<file path="src/rtl/btn_step_ctrl.sv">
`default_nettype none
`timescale 1ns/1ps
// ----------------------------------------------------------------------------
// Module  : btn_step_ctrl
// Brief   : N-channel push-button debouncer with single/free-run/burst CPU
//           step generator driven by one selected channel.
// Rev     : 1.0 - initial release
// ----------------------------------------------------------------------------
module btn_step_ctrl #(
  parameter int N_BTN      = 4,
  parameter int DB_CYCLES  = 16,
  parameter int STEP_CH    = 0,
  parameter int RUN_PERIOD = 8,
  parameter int BURST_W    = 8,
  parameter int CNT_W      = 16
) (
  input  logic               CCLK,
  input  logic               RSTN,
  input  logic [N_BTN-1:0]   BTN_IN,
  input  logic [1:0]         MODE,
  input  logic [BURST_W-1:0] BURST_LEN,
  output logic [N_BTN-1:0]   BTN_LEVEL,
  output logic [N_BTN-1:0]   BTN_PRESS,
  output logic [N_BTN-1:0]   BTN_RELEASE,
  output logic               STEP,
  output logic               BUSY,
  output logic [CNT_W-1:0]   STEP_CNT
);

  localparam int DB_W  = $clog2(DB_CYCLES);
  localparam int PER_W = $clog2(RUN_PERIOD);
  localparam logic [DB_W-1:0]  c_DB_MAX  = DB_W'(DB_CYCLES - 1);
  localparam logic [PER_W-1:0] c_PER_MAX = PER_W'(RUN_PERIOD - 1);

  typedef enum logic [1:0] {
    S_IDLE  = 2'd0,
    S_RUN   = 2'd1,
    S_BURST = 2'd2
  } state_t;

  logic [N_BTN-1:0]            r_sync1;
  logic [N_BTN-1:0]            r_sync2;
  logic [N_BTN-1:0]            r_level;
  logic [N_BTN-1:0]            r_press;
  logic [N_BTN-1:0]            r_release;
  logic [N_BTN-1:0][DB_W-1:0]  r_db_cnt;

  state_t             r_state;
  state_t             w_state_nxt;
  logic [PER_W-1:0]   r_per;
  logic [PER_W-1:0]   w_per_nxt;
  logic [BURST_W-1:0] r_rem;
  logic [BURST_W-1:0] w_rem_nxt;
  logic               r_step;
  logic               w_step_nxt;
  logic               r_busy;
  logic [CNT_W-1:0]   r_step_cnt;
  logic [1:0]         r_mode_prev;

  logic w_p;
  logic w_mode_chg;
  logic w_tick;

  // Press/release pulses are raised on the same edge that updates the level.
  always_ff @(posedge CCLK or negedge RSTN) begin
    if (!RSTN) begin
      r_sync1   <= '0;
      r_sync2   <= '0;
      r_level   <= '0;
      r_press   <= '0;
      r_release <= '0;
      r_db_cnt  <= '0;
    end else begin
      r_sync1   <= BTN_IN;
      r_sync2   <= r_sync1;
      r_press   <= '0;
      r_release <= '0;
      for (int i = 0; i < N_BTN; i++) begin
        if (r_sync2[i] == r_level[i]) begin
          r_db_cnt[i] <= '0;
        end else if (r_db_cnt[i] == c_DB_MAX) begin
          r_level[i]   <= r_sync2[i];
          r_press[i]   <= r_sync2[i];
          r_release[i] <= ~r_sync2[i];
          r_db_cnt[i]  <= '0;
        end else begin
          r_db_cnt[i] <= r_db_cnt[i] + DB_W'(1);
        end
      end
    end
  end

  assign w_p        = r_press[STEP_CH];
  assign w_mode_chg = (MODE != r_mode_prev);
  assign w_tick     = (r_per == c_PER_MAX);

  always_comb begin
    w_state_nxt = r_state;
    w_per_nxt   = r_per;
    w_rem_nxt   = r_rem;
    w_step_nxt  = 1'b0;
    if (w_mode_chg) begin
      w_state_nxt = S_IDLE;
      w_per_nxt   = '0;
      w_rem_nxt   = '0;
    end else begin
      case (r_state)
        S_IDLE: begin
          w_per_nxt = '0;
          w_rem_nxt = '0;
          case (MODE)
            2'd1: begin
              if (w_p) begin
                w_state_nxt = S_RUN;
                w_step_nxt  = 1'b1;
              end
            end
            2'd2: begin
              // The first pulse is issued on entry, so it is already deducted.
              if (w_p && (BURST_LEN != '0)) begin
                w_step_nxt  = 1'b1;
                w_rem_nxt   = BURST_LEN - BURST_W'(1);
                w_state_nxt = (BURST_LEN == BURST_W'(1)) ? S_IDLE : S_BURST;
              end
            end
            default: begin
              w_step_nxt = w_p;
            end
          endcase
        end
        S_RUN: begin
          if (w_p) begin
            w_state_nxt = S_IDLE;
            w_per_nxt   = '0;
          end else if (w_tick) begin
            w_step_nxt = 1'b1;
            w_per_nxt  = '0;
          end else begin
            w_per_nxt = r_per + PER_W'(1);
          end
        end
        S_BURST: begin
          if (w_tick) begin
            w_step_nxt = 1'b1;
            w_per_nxt  = '0;
            w_rem_nxt  = r_rem - BURST_W'(1);
            if (r_rem == BURST_W'(1)) begin
              w_state_nxt = S_IDLE;
            end
          end else begin
            w_per_nxt = r_per + PER_W'(1);
          end
        end
        default: begin
          w_state_nxt = S_IDLE;
          w_per_nxt   = '0;
          w_rem_nxt   = '0;
        end
      endcase
    end
  end

  always_ff @(posedge CCLK or negedge RSTN) begin
    if (!RSTN) begin
      r_state     <= S_IDLE;
      r_per       <= '0;
      r_rem       <= '0;
      r_step      <= 1'b0;
      r_busy      <= 1'b0;
      r_step_cnt  <= '0;
      r_mode_prev <= 2'd0;
    end else begin
      r_state     <= w_state_nxt;
      r_per       <= w_per_nxt;
      r_rem       <= w_rem_nxt;
      r_step      <= w_step_nxt;
      r_busy      <= (w_state_nxt != S_IDLE);
      r_mode_prev <= MODE;
      if (w_step_nxt) begin
        r_step_cnt <= r_step_cnt + CNT_W'(1);
      end
    end
  end

  assign BTN_LEVEL   = r_level;
  assign BTN_PRESS   = r_press;
  assign BTN_RELEASE = r_release;
  assign STEP        = r_step;
  assign BUSY        = r_busy;
  assign STEP_CNT    = r_step_cnt;

endmodule
`default_nettype wire
</file>
<file path="config.mk">
export PLATFORM = sky130hd
export DESIGN_NAME = btn_step_ctrl
export DESIGN_NICKNAME = d
export VERILOG_FILES = /design/src/rtl/btn_step_ctrl.sv
export SDC_FILE = /design/constraint.sdc
export NUM_CORES = 1
export LEC_CHECK = 0
export CAP_MARGIN = 20
export CORE_MARGIN = 2
export CORE_UTILIZATION = 49
export DETAILED_ROUTE_END_ITERATION = 10
export HOLD_SLACK_MARGIN = 0.02
export PLACE_DENSITY = 0.76
export SETUP_SLACK_MARGIN = 0.15
export SLEW_MARGIN = 20
export SYNTH_ARGS = -nofsm -noshare
export SYNTH_HDL_FRONTEND = slang
export SYNTH_SLANG_ARGS = --single-unit
</file>
<file path="constraint.sdc">
create_clock -name CCLK -period 1.9 [get_ports CCLK]
set_input_delay 0.19 -clock CCLK [delete_from_list [all_inputs] [get_ports CCLK]]
set_output_delay 0.19 -clock CCLK [all_outputs]
set_load 0.02 [all_outputs]
</file>
==> flow_summary.toml, run 1 <==
[floorplan]
dieArea_um2 = 7400
rows = 29
core_area_um2 = 6420
io_pins = 46
start_util = 0.514
die_width_um = 86.0
die_y_um = 86.0

[power_and_ir_drop]
pwr-share-comb = 0.078
ir_drop_v = 0.000385
leakagePower_uw = 0.00199
switching_share = 0.242
power.clock.fraction = 0.397
power.total_uw = 2920
intPower_uw = 2210
power_frac_seq = 0.524
power_density_nw_per_um2 = 629
switchingPower_uw = 706

[timing]
max_freq_mhz = 556
period_share = 0.947
setup_viol = 0
maxSlewHeadroom = 0.714
worstMarginPinSlew_ps = 423
drv_slew = 0
hold_viol = 0
clock_skew_ps = 9.49
min_period_ps = 1800
rsz0062_at_grt = "yes"

[critical_path]
cp_max_fo = 7
max_stage_delay_ps = 460
crit_buf_inv = 3
crit_family = "compound AO/OA/AOI/OAI gates"
start_kind = "register"
slowest_stage = "dfrtp_2"
crit_path_end_kind = "register"
arrival_ps = 2050
reg2reg_slack_ps = 100
worstPathCellList = "inv_4 -> ha_4 -> buf_4 -> clkinvlp_4 -> a21oi_1 -> o21ai_2 -> o211a_1 -> a211oi_2"
criticalPathCategory = "register to register"
cp.required_ps = 2150

[global_routing]
grtUsageTotal = 0.195
use_met2 = 0.307
grt_pass1_wl_mm = 11.3
use_met1 = 0.262
grt_busiest_layer = "met2"
antenna_found_initial = 0
met3_usage = 0.0549
grt_overflow = 0
grt_pass1_vias = 2436
grt_max_degree = 45

[routing]
via_per_inst = 5.69
routed_wirelength_mm = 7.51
avgRoutedWirePerCell_um = 15.6
vias = 2736
ant_nets = 0
drt_iter0_drc = 90
first_pass_iters = 4
drc = 0

[finish]
final_common_cell = "dfrtp_1"
mostFrequentLayoutCells = "65 x dfrtp_1, 40 x clkdlybuf4s50_1, 35 x buf_4, 23 x nor2_1, 22 x xnor2_1"
antenna_cells = 0
nNetsFinal = 433
area_delta_synth_final_pct = 40.7
drive_above_1_share = 0.272
final_cells = 481
fill_cells = 450

[yosys]
yosysSeqAreaShare = 0.524
yosysTopAreaCellShare = 0.524
syn_area_per_cell_um2 = 10.9
ys.flop_type = "dfrtp_1"
syn-cell-area_um2 = 3300
synth_async_sr_flop_share = 1.00
synthCells = 303
synth-edff-count = 0
ys_seq_elements = 69
ys_types = 37
syn-num-nets = 336
synth_top_cell_by_area = "dfrtp_1"
synthTopCellsByArea = "dfrtp_1 52%, ha_1 6.4%, xnor2_1 6.4%"
yosysWarnings = 0

[cts]
numCtsBuffers = 9
clk_pin_slew_ps = 70
cts_max_level = 3
clk_latency_ps = 340
cts_buffer_depth = 2
clockRootBuffer = "clkbuf_8"
cts_tree = "yes"
clock_sinks = 69

[run]
max-cap-violations = 0

[place]
gp_congestion = 0.879
dp_cells = 450
place_hpwl_mm = 4.62
io_buffers = 45

[hold_path]
min_path_type = "input port to register"

[status]
status = "complete, no violations"
[per-layer routing]
layer	share of wire	wire length, um
met3	0.064	479
met4	0.024	184
met1	0.42	3160
met5	0	0
met2	0.49	3680
[synth_stat cells, types with 4 or more instances]
library cell / instances
a21oi_1: 21
dfrtp_1: 69
nand4_1: 9
ha_1: 17
mux2_2: 7
nor3_1: 7
nor3b_1: 13
and3_1: 8
a31oi_1: 4
nand4b_1: 5
o21ai_0: 14
nand3_1: 12
nand2_1: 13
xnor2_1: 24
nor2_1: 25
inv_1: 17
nor2b_1: 6
[final cells by class]
class / instances / area, um^2 / share of cell area
clock buffer: 9 / 124 / 0.0267
clock inverter: 6 / 65.1 / 0.0140
inverter: 17 / 72.6 / 0.0156
multi-input combinational: 214 / 1720 / 0.370
sequential: 69 / 1730 / 0.373
tap: 77 / 96.3 / 0.0208
timing repair buffer: 89 / 837 / 0.180
[flip-flops by register name, indices dropped and copies added (netlist names)]
name / cells
STEP_CNT: 16
r_db_cnt: 16
r_rem: 8
BTN_LEVEL: 4
BTN_PRESS: 4
BTN_RELEASE: 4
r_sync1: 4
r_sync2: 4
r_per: 3
r_mode_prev: 2
r_state: 2
BUSY: 1
STEP: 1
[metrics by stage]
stage / instance area, um^2 / setup TNS, ps / hold slack (ps) / setup WS (ps) / utilization
3_5_place_dp: 4070 / -7000 / 186 / -386 / 0.634
6_report: 4640 / 0 / 285 / 101 / 0.723
5_1_grt: 4640 / 0 / 283 / 47.9 / 0.723
3_3_place_gp: 4070 / -5490 / 184 / -332 / 0.634
2_1_floorplan: 3320 / 0 / -106 / 184 / -
4_1_cts: 4430 / 0 / 274 / 162 / 0.689
[power by group through the flow]
stage | sequential (uW) | combinational (uW) | clock, uW
2_1_floorplan | 1550 | 86.3 | 0
3_3_place_gp | 1560 | 208 | 0
3_5_place_dp | 1560 | 214 | 0
4_1_cts | 1530 | 224 | 1190
5_1_grt | 1540 | 255 | 1250
6_report | 1530 | 229 | 1160
[final timing paths]
kind | cells past startpoint | to | startpoint
min in group asynchronous | 3 | r_db_cnt[11] | RSTN
min reg2reg | 0 | r_sync2[2] | r_sync1[2]
max | 8 | r_rem[4] | r_state[0]
max in group asynchronous | 3 | BTN_PRESS[0] | RSTN
min | 1 | r_sync1[2] | BTN_IN[2]
max reg2reg | 8 | r_rem[4] | r_state[0]
[what timing repair did]
action,CTS,global route
pin swaps,9,16
resized for setup,20,40
hold endpoints to repair,69,0
cloned,1,0
buffers inserted,8,6
hold buffers,1,0
endpoints found under the setup margin,27,24
[kinds of logic after synthesis]
| kind of cell | after synthesis | synth area share |
|---|---|---|
| muxes | 7 | 0.0239 |
| DFF | 69 | 0.524 |
| and+or+nand+nor | 108 | 0.182 |
| xor gates and xnor gates | 27 | 0.0717 |
| AOI/OAI and AO/OA | 54 | 0.106 |
| buffers and inverters | 21 | 0.0288 |
| adders and majority gates | 17 | 0.0645 |
No activity file was read; power rests on OpenSTA's default activity.
==> run 2: changes to the inputs <==
Settings changed: RECOVER_POWER set to 25.
==> flow_summary.toml, run 2 (same netlist as run 1, synthesis figures left out) <==
[cts]
cts_buffer_depth = 2
numCtsBuffers = 9
cts_max_level = 3
clockRootBuffer = "clkbuf_8"
cts_tree = "yes"
clk_pin_slew_ps = 80
clk_latency_ps = 340
clock_sinks = 69

[place]
gp_congestion = 0.879
place_hpwl_mm = 4.62
io_buffers = 45

[global_routing]
grtUsageTotal = 0.195
antenna_found_initial = 0
grt_overflow = 0
grt_pass1_wl_mm = 11.3
grt_pass1_vias = 2436
grt_max_degree = 45

[critical_path]
crit_path_start = "MODE[1]"
start_kind = "input port"
crit_cells = 7
worstPathCellList = "dlygate4sd3_1 -> ha_1 -> nand3b_1 -> buf_4 -> a31oi_4 -> nand2_1 -> xnor2_1"
crit_end = "STEP_CNT[3]"
slowest_stage = "dlygate4sd3_1"
crit_buf_inv = 2
arrival_ps = 2040
criticalPathCategory = "input port to register"
crit_path_end_kind = "register"
cp_max_fo = 8
worstReg2RegStart = "r_state[0]"
rr_worst_depth = 8
reg2reg_slack_ps = 100
cp.required_ps = 2130
crit_family = "buffers and inverters"
max_stage_delay_ps = 610
r2r_end = "r_rem[4]"

[power_and_ir_drop]
leakagePower_uw = 0.00197
ir_drop_v = 0.000386
switching_share = 0.242
power_density_nw_per_um2 = 631
switchingPower_uw = 704
power.clock.fraction = 0.399
power_frac_seq = 0.527
intPower_uw = 2200
pwr-share-comb = 0.075
power.total_uw = 2910

[routing]
ant_nets = 0
first_pass_iters = 4
drt_iter0_drc = 119
avgRoutedWirePerCell_um = 15.6
routed_wirelength_mm = 7.49
drc = 0
via_per_inst = 5.69
vias = 2736

[finish]
nNetsFinal = 433
drive_above_1_share = 0.267
antenna_cells = 0
area_delta_synth_final_pct = 39.7
final_util = 0.717
mostFrequentLayoutCells = "65 x dfrtp_1, 35 x clkdlybuf4s50_1, 34 x buf_4, 23 x nor2_1, 22 x xnor2_1"
final_common_cell = "dfrtp_1"

[timing]
setup_viol = 0
rsz0062_at_grt = "yes"
worstMarginPinSlew_ps = 1270
maxSlewHeadroom = 0.152
max_freq_mhz = 551
hold_ws_ps = 353
min_period_ps = 1820
setup_tns_ps = 0
hold_viol = 0
drv_slew = 0
clock_skew_ps = 9.23
period_share = 0.956

[floorplan]
dieArea_um2 = 7400
start_util = 0.514
rows = 29
core_area_um2 = 6420
io_pins = 46
die_y_um = 86.0
die_width_um = 86.0

[hold_path]
min_path_type = "register to register"
hp-start = "r_sync1[2]"

[status]
status = "complete, no violations"

[run]
max-cap-violations = 0
-- run 2: through the flow --
step	instances	worst slack, ps	area, um^2
floorplan	303	184	3320
global placement	450	-332	4070
detailed placement	450	-386	4070
CTS	475	162	4430
global route	481	14.3	4610
finish	481	83.7	4610
-- run 2: metal layers --
layer,wire length [um],vias to the layer above,track usage
met5,0,-,0
met4,201,0,0.0606
met3,390,24,0.0549
met2,3690,86,0.307
met1,3210,1349,0.262
li1,-,1277,-
-- run 2: final cells by class --
cell class	instances	area, um^2
fill	456	1820
clock inverter	6	65.1
multi-input combinational	214	1720
tap	77	96.3
timing repair buffer	89	802
inverter	17	72.6
sequential	69	1730
clock buffer	9	124
-- run 2: worst min path at each step --
stage / end / slack, ps / cells after the start
finish: r_sync2[2] / 350 / 0
global route: r_sync2[2] / 360 / 0
CTS: r_sync1[2] / 270 / 1
detailed placement: r_db_cnt[11] / 190 / 2
global placement: r_db_cnt[11] / 180 / 2
floorplan: BTN_LEVEL[0] / -110 / 0
-- run 2: worst register-to-register path, cell delays in order, from the launching register on --
cell and delay [ps]:
dfrtp_2 460, inv_4 100, ha_4 200, buf_4 180, clkinvlp_4 160, a21oi_1 210
o21ai_2 90, o211a_1 130, a211oi_2 190
-- run 2: repair_timing --
action | in CTS | in global routing
hold buffers | 1 | 0
resized for setup | 20 | 40
gates cloned | 1 | 0
pin swaps | 9 | 16
buffers inserted | 8 | 6
hold endpoints to repair | 69 | 0
setup endpoints to repair | 27 | 24
-- run 2: power groups by stage --
stage	Sequential (uW)	Clock, uW	Combinational [uW]
final	1530	1160	217
after global routing	1540	1250	243
after CTS	1530	1190	224
after detailed placement	1560	0	214
after global placement	1560	0	208
after floorplan	1550	0	86.3
==> run 3: changes to the inputs <==
Settings changed: SKIP_CTS_REPAIR_TIMING set to 1.
==> flow_summary.toml, run 3 (same netlist as run 1, synthesis figures left out) <==
[timing]
maxSlewHeadroom = 0.157
hold_ws_ps = 348
hold_viol = 0
rsz0062_at_grt = "yes"
drv_slew = 0
period_share = 0.937
min_period_ps = 1780
max_freq_mhz = 562
clock_skew_ps = 6.85
worstMarginPinSlew_ps = 1260
setup_viol = 0

[global_routing]
grt_pass1_wl_mm = 10.7
antenna_found_initial = 0
grt_pass1_vias = 2321
grt_max_degree = 45
grtUsageTotal = 0.182
grt_overflow = 0

[finish]
drive_above_1_share = 0.233
mostFrequentLayoutCells = "67 x dfrtp_1, 36 x clkdlybuf4s50_1, 36 x buf_4, 24 x xnor2_1, 22 x nor2_1"
final_common_cell = "dfrtp_1"
area_delta_synth_final_pct = 35.1
fill_cells = 490
final_cell_area_um2 = 4460
antenna_cells = 0
nNetsFinal = 428
final_cells = 476

[cts]
cts_buffer_depth = 2
clockRootBuffer = "clkbuf_8"
clk_latency_ps = 330
cts_tree = "yes"
clock_sinks = 69
cts_max_level = 3
clk_pin_slew_ps = 70
numCtsBuffers = 9

[hold_path]
worstHoldPathCells = 5
min_path_type = "input port to register"
hp-start = "BURST_LEN[0]"

[floorplan]
io_pins = 46
rows = 29
dieArea_um2 = 7400
die_width_um = 86.0
start_util = 0.514
core_area_um2 = 6420
die_y_um = 86.0

[critical_path]
worstReg2RegStart = "r_state[0]"
criticalPathCategory = "input port to register"
rr_worst_depth = 6
arrival_ps = 2000
start_kind = "input port"
cp_max_fo = 17
crit_path_start = "BURST_LEN[5]"
crit_path_end_kind = "register"
cp.required_ps = 2120

[place]
place_hpwl_mm = 4.62
gp_congestion = 0.879
dp_cells = 450
io_buffers = 45
placed_area_um2 = 4070

[routing]
avgRoutedWirePerCell_um = 14.3
vias = 2630
first_pass_iters = 4
drc = 0
ant_nets = 0
drt_iter0_drc = 82
routed_wirelength_mm = 6.80
via_per_inst = 5.53

[run]
max-cap-violations = 0

[status]
status = "complete, no violations"

[power_and_ir_drop]
leakagePower_uw = 0.00195
power_density_nw_per_um2 = 648
ir_drop_v = 0.000356
-- run 3: cell types whose count changed in the layout (fill, tap and decap cells not counted), moves of 3 or more --
cell / before / now
nand3_2: 3 / 0
ha_4: 4 / 1
buf_6: 5 / 0
nand3_1: 9 / 12
-- run 3: worst max-delay path, stage by stage --
cell and delay (ps):
clkdlybuf4s50_1 430, or4_4 620, o211ai_4 220, a31oi_4 110, buf_12 160, mux2_2 260
-- run 3: path summary, 6_finish.rpt --
check	slack, ps	endpoint
max	120	STEP_CNT[1]
min	350	r_rem[0]
max reg2reg	120	STEP_CNT[1]
min reg2reg	350	r_sync2[2]
max in group asynchronous	400	BTN_PRESS[3]
min in group asynchronous	670	BTN_RELEASE[2]
-- run 3: power by group --
group	internal (uW)	switching [uW]
clock	598	542
combinational	105	111
sequential	1500	29.2
-- run 3: layer usage --
metal / share of wire / routed length (um) / track usage / vias up
li1: - / - / - / 1264
met1: 0.45 / 3080 / 0.246 / 1299
met2: 0.50 / 3390 / 0.288 / 61
met3: 0.040 / 270 / 0.0520 / 6
met4: 0.0084 / 57 / 0.0519 / 0
met5: 0 / 0 / 0 / -
-- run 3: cell type report --
| type | count | area [um^2] | share of cell area |
|---|---|---|---|
| clock buffers | 9 | 124 | 0.0278 |
| clock inverters | 6 | 65.1 | 0.0146 |
| inverters | 17 | 63.8 | 0.0143 |
| multi-input cells | 213 | 1620 | 0.363 |
| flip-flops and latches | 69 | 1730 | 0.388 |
| well taps | 77 | 96.3 | 0.0216 |
| repair buffers | 85 | 759 | 0.170 |
-- run 3: metrics by stage --
stage | total power (uW) | worst slack (ps) | setup TNS [ps] | utilization
global route | 3030 | 46.1 | 0 | 0.694
global placement | 1760 | -332 | -5490 | 0.634
CTS | 2930 | -22.4 | -29.8 | 0.663
detailed placement | 1770 | -386 | -7000 | 0.634
finish | 2890 | 120 | 0 | 0.694
floorplan | 1640 | 184 | 0 | -
